===== src/rtl/i2c_pkg.sv =====
// rtl/i2c_pkg.sv - shared command encodings, state enum and phase constants for the I2C bit controller
package i2c_pkg;

  localparam int PHASE_W = 2;

  localparam logic [1:0] CMD_START = 2'b00;
  localparam logic [1:0] CMD_STOP  = 2'b01;
  localparam logic [1:0] CMD_WRITE = 2'b10;
  localparam logic [1:0] CMD_READ  = 2'b11;

  typedef enum logic [2:0] {
    ST_IDLE  = 3'd0,
    ST_START = 3'd1,
    ST_STOP  = 3'd2,
    ST_WRITE = 3'd3,
    ST_READ  = 3'd4
  } state_e;

  function automatic state_e cmd_state(logic [1:0] cmd);
    case (cmd)
      CMD_START: cmd_state = ST_START;
      CMD_STOP:  cmd_state = ST_STOP;
      CMD_WRITE: cmd_state = ST_WRITE;
      default:   cmd_state = ST_READ;
    endcase
  endfunction

  // Returns {scl_oe, sda_oe} for a state/phase; 1 pulls the line low.
  function automatic logic [1:0] phase_oe(state_e st, logic [PHASE_W-1:0] ph, logic wr_bit);
    logic scl;
    logic sda;
    scl = 1'b0;
    sda = 1'b0;
    case (st)
      ST_START: begin
        scl = (ph == 2'd3);
        sda = (ph == 2'd2) || (ph == 2'd3);
      end
      ST_STOP: begin
        scl = (ph == 2'd0);
        sda = (ph == 2'd0) || (ph == 2'd1);
      end
      ST_WRITE: begin
        scl = (ph == 2'd0) || (ph == 2'd3);
        sda = ~wr_bit;
      end
      ST_READ: begin
        scl = (ph == 2'd0) || (ph == 2'd3);
        sda = 1'b0;
      end
      default: begin
        scl = 1'b0;
        sda = 1'b0;
      end
    endcase
    phase_oe = {scl, sda};
  endfunction

endpackage


===== src/rtl/edge_detect.sv =====
// rtl/edge_detect.sv - one-cycle tick on every level change of the divided clock
module edge_detect (
  input  logic clk_i,
  input  logic rst_n,
  input  logic sig_i,
  output logic tick_o
);

  logic sig_q;

  always_ff @(posedge clk_i) begin
    if (!rst_n) begin
      sig_q <= 1'b0;
    end else begin
      sig_q <= sig_i;
    end
  end

  assign tick_o = sig_i ^ sig_q;

endmodule


===== src/rtl/i2c_bit_ctrl.sv =====
// rtl/i2c_bit_ctrl.sv - I2C bit-level START/STOP/WRITE/READ sequencer
// Optional build macro: CLOCK_STRETCH_EN (slave may hold SCL low to stall phase P1).
module i2c_bit_ctrl
  import i2c_pkg::*;
(
  input  logic       clk_i,
  input  logic       rst_n,
  input  logic       div_clk_i,
  output logic       div_en_o,
  input  logic [1:0] cmd_i,
  input  logic       cmd_wr_bit_i,
  input  logic       cmd_valid_i,
  output logic       cmd_ready_o,
  output logic       done_o,
  output logic       rd_bit_o,
  output logic       arb_lost_o,
  input  logic       scl_i,
  input  logic       sda_i,
  output logic       scl_oe_o,
  output logic       sda_oe_o
);

  state_e             state_q, state_d;
  logic [PHASE_W-1:0] phase_q, phase_d;
  logic               wr_bit_q, wr_bit_d;
  logic               scl_oe_q, scl_oe_d;
  logic               sda_oe_q, sda_oe_d;
  logic               done_q, done_d;
  logic               rd_bit_q, rd_bit_d;
  logic               arb_lost_q, arb_lost_d;

  logic tick;
  logic busy;
  logic accept;
  logic abort;
  logic advance;

  edge_detect u_edge_detect (
    .clk_i  (clk_i),
    .rst_n  (rst_n),
    .sig_i  (div_clk_i),
    .tick_o (tick)
  );

  assign busy   = (state_q != ST_IDLE);
  assign accept = cmd_valid_i && !busy;
  // Another master pulling SDA low while we release it for a 1 means we lost the bus.
  assign abort  = (state_q == ST_WRITE) && (phase_q == 2'd2) && wr_bit_q && !sda_i;

`ifdef CLOCK_STRETCH_EN
  assign advance = tick && !((phase_q == 2'd1) && !scl_i);
`else
  logic unused_scl;
  assign unused_scl = scl_i;
  assign advance    = tick;
`endif

  always_ff @(posedge clk_i) begin
    if (!rst_n) begin
      state_q    <= ST_IDLE;
      phase_q    <= '0;
      wr_bit_q   <= 1'b0;
      scl_oe_q   <= 1'b0;
      sda_oe_q   <= 1'b0;
      done_q     <= 1'b0;
      rd_bit_q   <= 1'b0;
      arb_lost_q <= 1'b0;
    end else begin
      state_q    <= state_d;
      phase_q    <= phase_d;
      wr_bit_q   <= wr_bit_d;
      scl_oe_q   <= scl_oe_d;
      sda_oe_q   <= sda_oe_d;
      done_q     <= done_d;
      rd_bit_q   <= rd_bit_d;
      arb_lost_q <= arb_lost_d;
    end
  end

  always_comb begin
    state_d  = state_q;
    phase_d  = phase_q;
    wr_bit_d = wr_bit_q;
    if (!busy) begin
      phase_d = '0;
      if (cmd_valid_i) begin
        state_d  = cmd_state(cmd_i);
        wr_bit_d = cmd_wr_bit_i;
      end
    end else if (abort) begin
      state_d = ST_IDLE;
      phase_d = '0;
    end else if (advance) begin
      if (phase_q == 2'd3) begin
        state_d = ST_IDLE;
        phase_d = '0;
      end else begin
        phase_d = phase_q + 2'd1;
      end
    end
  end

  // Line enables are registered against the next state so they line up with state_q;
  // in IDLE they simply keep their last value.
  always_comb begin
    scl_oe_d   = scl_oe_q;
    sda_oe_d   = sda_oe_q;
    done_d     = 1'b0;
    rd_bit_d   = rd_bit_q;
    arb_lost_d = arb_lost_q;
    if (accept) begin
      arb_lost_d = 1'b0;
    end
    if (abort) begin
      scl_oe_d   = 1'b0;
      sda_oe_d   = 1'b0;
      done_d     = 1'b1;
      arb_lost_d = 1'b1;
    end else begin
      if (busy && advance && (phase_q == 2'd3)) begin
        done_d = 1'b1;
      end
      if ((state_q == ST_READ) && advance && (phase_q == 2'd2)) begin
        rd_bit_d = sda_i;
      end
      if (state_d != ST_IDLE) begin
        {scl_oe_d, sda_oe_d} = phase_oe(state_d, phase_d, wr_bit_d);
      end
    end
  end

  assign div_en_o    = busy;
  assign cmd_ready_o = !busy;
  assign done_o      = done_q;
  assign rd_bit_o    = rd_bit_q;
  assign arb_lost_o  = arb_lost_q;
  assign scl_oe_o    = scl_oe_q;
  assign sda_oe_o    = sda_oe_q;

endmodule


===== config.mk =====
export PLATFORM = sky130hd
export DESIGN_NAME = i2c_bit_ctrl
export DESIGN_NICKNAME = d
export VERILOG_FILES = /design/src/rtl/i2c_pkg.sv /design/src/rtl/edge_detect.sv /design/src/rtl/i2c_bit_ctrl.sv
export SDC_FILE = /design/constraint.sdc
export NUM_CORES = 1
export LEC_CHECK = 0
export BUFFER_PORTS_ARGS = -buffer_cell sky130_fd_sc_hd__buf_2
export CORE_UTILIZATION = 56
export DETAILED_ROUTE_END_ITERATION = 8
export PLACE_DENSITY = 0.83
export SLEW_MARGIN = 20
export SYNTH_ARGS = -nofsm -noshare
export SYNTH_HDL_FRONTEND = slang
export SYNTH_SLANG_ARGS = --single-unit
export TNS_END_PERCENT = 50

===== constraint.sdc =====
create_clock -name clk_i -period 5 [get_ports clk_i]
set_clock_uncertainty 0.1 [all_clocks]
set_input_delay 0.5 -clock clk_i [delete_from_list [all_inputs] [get_ports clk_i]]
set_output_delay 0.5 -clock clk_i [all_outputs]
set_load 0.01 [all_outputs]

==> qor.csv, run 1 <==
metric,value,unit
initial antenna violation count,0,
die extent in x,39.4,um
Slew @ Worst Pin,817,ps
Inserted Diodes,0,
DR vias/cell,5.83,
setup TNS,0,ps
RSZ-0062 raised after global routing,false,
postcts setup bufs,0,
final worst setup slack,2010,ps
Die Height,39.4,um
critical path buffer and inverter count,2,
largest cells by area after synthesis,"dfxtp_1 31%, ha_1 11%, and2_1 4.8%, nor2_1 4.3%, nor4b_2 3.8%",
DR DRC count,0,
leading area contributor after synthesis,dfxtp_1,
worst path required time,5110,ps
crit path time final,2990,ps
largest net degree at the start of global routing,12,
synth warn,0,
sequential fraction of the synthesis area,0.307,
Syn Inst Count,84,
All-Layer GR Usage,0.238,
fmax,0.334,GHz
first-pass GRT wire length,2430,um
clock buffer count from CTS,3,
I/O Pins,16,
CTS resizes,0,
PortBufs,14,
DRT Wirelength,1620,um
Post-Syn Area per Cell,9.32,sq um
max-cap violation count,0,
Slew Limit Fails,0,
largest family of logic cells by synthesized area,simple AND/OR/NAND/NOR gates,
Worst Setup Start Kind,flop,
Pleak,0.396,nW
endpoints failing setup,0,
Nets,117,
Critical Path Sink Type,flop,
vias in the first global route,599,
Max VDD drop,139,uV
root buffer cell,clkbuf_4,
Clock Sinks,12,
largest delay contributor family on the critical path,compound AO/OA/AOI/OAI gates,
"Clk Latency, worst-skew pair",270,ps
ys async rst share,0,
hold-fix buffers at CTS,0,
H-tree depth,1,
Area Overhead vs Synth,14.1,%
worst hold path class,input port to flop,
fin crit share,0.598,
critical path cell sequence,"inv_1, ha_1, nand4bb_1, nor2_1, a2111oi_1, inv_1, ha_1, nand3b_1, o311a_1, a2111o_1, o211ai_2",
status,finished clean,
core area,0.00130,sq mm
P per Cell Area,295,mW/mm^2
share of layout cells above drive strength 1,0.290,
Main synth FF type,dfxtp_1,
post-synth top area share,0.307,
Iter 0 DRT Violations,14,
slowest CP cell,a2111oi_1,
"Distinct cells, synth",35,
"CTS clk-pin slew, worst paths",80,ps
Post-synth EDFFs,0,
Placed Instances,111,
TritonRoute pass-1 iters,4,
endpoints failing hold,0,
Layout Utilization,0.687,
FP Rows,13,
FILL cells,108,
Final ANT Viol Nets,0,
Initial Util,0.602,
Synth Area in Simple Gates,0.268,
die area,0.00155,sq mm
gpl congestion,0.806,
CTS Buffer Depth,2,
slew margin rel.,0.454,
vias,670,
Mapped Nets,100,
Arrival @ worst endpoint,3100,ps
slowest cell delay on critical path,660,ps
XOR/XNOR share of the synthesized area,0.0208,
most frequent cells in the layout,"14 x buf_2, 12 x dfxtp_1, 9 x nor2_1",
Place WS,1840,ps
Synth Area in Adders,0.112,
critical path type,flop to flop,
GRT overflow,0,
Compound-Gate Fraction of Synth Area,0.214,
"non-filler cells, final",115,
CTS tree,yes,
mux contribution to synthesized area,0.0256,
post-synthesis register bit count,12,
synthesized cell area,783,sq um
worst-path maximum fanout,4,
WL/cell,14.1,um
"most common cell after layout, fill and taps aside",buf_2,
[final timing paths]
check | to | startpoint | cells after the start | slack (ps)
setup / recovery | scl_oe_o | phase_q[0] | 11 | 2010
hold / removal | u_edge_detect.sig_q | div_clk_i | 2 | 370
setup reg to reg | scl_oe_o | phase_q[0] | 11 | 2010
hold reg to reg | arb_lost_o | arb_lost_o | 2 | 430
[final cells by class]
type,count,area [sq um],area share
repair buffers,14,70.1,0.0784
multi-input cells,63,502,0.562
well taps,15,18.8,0.0210
inverters,7,26.3,0.0294
flip-flops and latches,12,240,0.269
clock buffers,4,36.3,0.0406
[sequential cells by signal, indices dropped and copies added (netlist names)]
register / count
state_q: 3
phase_q: 2
arb_lost_o: 1
done_o: 1
rd_bit_o: 1
scl_oe_o: 1
sda_oe_o: 1
u_edge_detect.sig_q: 1
wr_bit_q: 1
[report_power, final]
part	total [mW]	internal (mW)	leakage, nW	switching (mW)
combinational	0.0741	0.0335	0.277	0.0406
clock	0.0788	0.0443	0.0210	0.0345
sequential	0.111	0.103	0.0981	0.00770
total	0.263	0.181	0.396	0.0828
[cells in the mapped netlist, types with 2 or more instances]
cell      number
nor2b_1        3
inv_1          7
mux2i_1        2
a21oi_1        5
a211o_1        2
or2_2          2
and2_1         6
nor2_1         9
a21o_1         2
dfxtp_1       12
ha_1           7
nand3b_1       2
nor4b_2        2
nand2_1        2
[metal layers]
layer / wire (um) / part of all wire / global-route usage
met2: 837 / 0.52 / 0.443
met3: 73 / 0.045 / 0.0341
met5: 0 / 0 / 0
met1: 696 / 0.43 / 0.248
met4: 17 / 0.010 / 0.129
[cell families (layout without fill, tap and decap cells)]
kind of cell               count (synthesis)  in the layout
AOI/OAI and AO/OA                         20             20
xor gates and xnor gates                   1              1
DFF                                       12             12
and+or+nand+nor                           33             33
adders and majority gates                  7              7
muxes                                      2              2
buffers and inverters                      9             25
[per-stage QoR]
step / cell area (sq um) / hold WS [ps] / power (mW)
final: 893 / 370 / 0.263
after global routing: 893 / 372 / 0.277
after CTS: 893 / 363 / 0.265
after global placement: 857 / 386 / 0.184
after floorplan: 783 / 403 / 0.167
after detailed placement: 857 / 422 / 0.186
(Power assumes the default switching activity.)
==> run 2, diff against run 1 <==
--- a/config.mk
+++ b/config.mk
@@ -6,9 +6,9 @@
 export NUM_CORES = 1
 export LEC_CHECK = 0
 export BUFFER_PORTS_ARGS = -buffer_cell sky130_fd_sc_hd__buf_2
-export CORE_UTILIZATION = 56
+export CORE_UTILIZATION = 47
 export DETAILED_ROUTE_END_ITERATION = 8
-export PLACE_DENSITY = 0.83
+export PLACE_DENSITY = 0.75
 export SLEW_MARGIN = 20
 export SYNTH_ARGS = -nofsm -noshare
 export SYNTH_HDL_FRONTEND = slang
==> constraint.sdc (replaced) <==
create_clock -name clk_i -period 2.65 [get_ports clk_i]
set_clock_uncertainty 0.1 [all_clocks]
set_input_delay 0.265 -clock clk_i [delete_from_list [all_inputs] [get_ports clk_i]]
set_output_delay 0.265 -clock clk_i [all_outputs]
set_load 0.01 [all_outputs]
==> qor.csv, run 2 (same netlist as run 1, synthesis figures left out) <==
metric,value,unit
fin crit share,0.958,
Power Total,0.542,mW
hold path cells,2,
most frequent cells in the layout,"14 x buf_2, 11 x dfxtp_1, 8 x buf_4",
switching power,0.177,mW
Nets,125,
Int Pwr,0.365,mW
vias in the first global route,693,
max FFs per register,3,
Comb pwr share,0.346,
GRT overflow,0,
endpoints failing setup,0,
Area Overhead vs Synth,32.1,%
Global Route met2 Usage,0.364,
Final ANT Viol Nets,0,
Die Height,42.8,um
Setup crit end,scl_oe_o,
multi-input logic area,578,sq um
core area,0.00152,sq mm
"most common cell after layout, fill and taps aside",buf_2,
max-cap violation count,0,
DR DRC count,0,
worst path required time,2760,ps
critical path type,flop to flop,
fmax,0.394,GHz
Slew Limit Fails,0,
Reg power frac,0.378,
root buffer cell,clkbuf_4,
vias,731,
Pleak,0.441,nW
hold slack,142,ps
"setup slack, reg-to-reg",110,ps
die area,0.00183,sq mm
reg2reg path depth,12,
met1 Use GR,0.249,
Critical Path Sink Type,flop,
Worst Setup Start Kind,flop,
slew margin rel.,0.631,
largest registers,"state_q (3), phase_q (2)",
first-pass GRT wire length,2890,um
worst-path maximum fanout,3,
All-Layer GR Usage,0.206,
Initial Util,0.514,
switching share of power,0.327,
critical path depth,12,
crit path from,phase_q[0],
met3 usage,0.0298,
FILL cells,117,
Iter 0 DRT Violations,19,
crit path time final,2540,ps
die extent in x,42.8,um
slowest cell delay on critical path,420,ps
final HPWL from detailed placement,1280,um
Clock Power Share,0.277,
CTS Buffer Depth,2,
Top Usage Layer GRT,met2,
Slew @ Worst Pin,551,ps
TritonRoute pass-1 iters,4,
FP Rows,14,
Inserted Diodes,0,
slowest CP cell,a2111o_1,
critical path buffer and inverter count,3,
share of layout cells above drive strength 1,0.435,
worst hold path class,input port to flop,
PortBufs,14,
gpl congestion,0.844,
cell mode on critical path,ha_4,
I/O Pins,16,
P per Cell Area,524,mW/mm^2
Clock Sinks,12,
Reg-to-Reg End,scl_oe_o,
largest net degree at the start of global routing,12,
"Most flops, register",state_q,
Reg2Reg Launch Point,phase_q[0],
clock buffer count from CTS,3,
critical path cell sequence,"inv_2, ha_4, nand4bb_1, nor2_4, buf_4, nor3_4, inv_1, ha_4, nand3b_1, o311a_1, a2111o_1, o211ai_2",
Max VDD drop,256,uV
setup TNS,0,ps
"CTS clk-pin slew, worst paths",90,ps
"Clk Latency, worst-skew pair",270,ps
endpoints failing hold,0,
WL/cell,14.9,um
hold-fix buffers at CTS,0,
DRT Wirelength,1850,um
H-tree depth,1,
DR vias/cell,5.90,
CTS tree,yes,
largest delay contributor family on the critical path,compound AO/OA/AOI/OAI gates,
status,finished clean,
initial antenna violation count,0,
Seq. cell area,241,sq um
Arrival @ worst endpoint,2650,ps
run 2: stage by stage:
stage / instances / cell area, sq um / worst slack (ps) / utilization
6_report: 124 / 1030 / 112 / 0.679
5_1_grt: 124 / 1030 / -23.0 / 0.679
4_1_cts: 122 / 940 / 65.6 / 0.617
3_5_place_dp: 118 / 903 / 105 / 0.593
3_3_place_gp: 118 / 903 / 105 / 0.593
2_1_floorplan: 84 / 783 / 81.0 / -
run 2: how the worst min path moves through the flow:
stage,slack (ps),endpoint,startpoint
after floorplan,290,u_edge_detect.sig_q,div_clk_i
after global placement,390,arb_lost_o,arb_lost_o
after detailed placement,400,arb_lost_o,arb_lost_o
after CTS,130,u_edge_detect.sig_q,div_clk_i
after global routing,150,u_edge_detect.sig_q,div_clk_i
final,140,u_edge_detect.sig_q,div_clk_i
run 2: cell type report:
| type | count | share of cell area |
|---|---|---|
| multi-input cells | 63 | 0.559 |
| inverters | 7 | 0.0278 |
| well taps | 16 | 0.0193 |
| flip-flops and latches | 12 | 0.233 |
| clock buffers | 4 | 0.0351 |
| repair buffers | 22 | 0.126 |
run 2: power groups by stage:
stage	logic, mW	clock network (mW)	registers [mW]
2_1_floorplan	0.105	0	0.210
3_3_place_gp	0.152	0	0.207
3_5_place_dp	0.156	0	0.208
4_1_cts	0.157	0.156	0.204
5_1_grt	0.201	0.165	0.207
6_report	0.187	0.150	0.205
run 2: timing repair:
item,4_1_cts,5_1_grt
endpoints found under the hold margin,0,0
resized for setup,0,16
endpoints found under the setup margin,0,1
buffers inserted,0,2
run 2: layer usage:
metal | vias up | share of wire
met2 | 28 | 0.49
met1 | 351 | 0.43
met5 | - | 0
met3 | 2 | 0.064
li1 | 350 | -
met4 | 0 | 0.0060
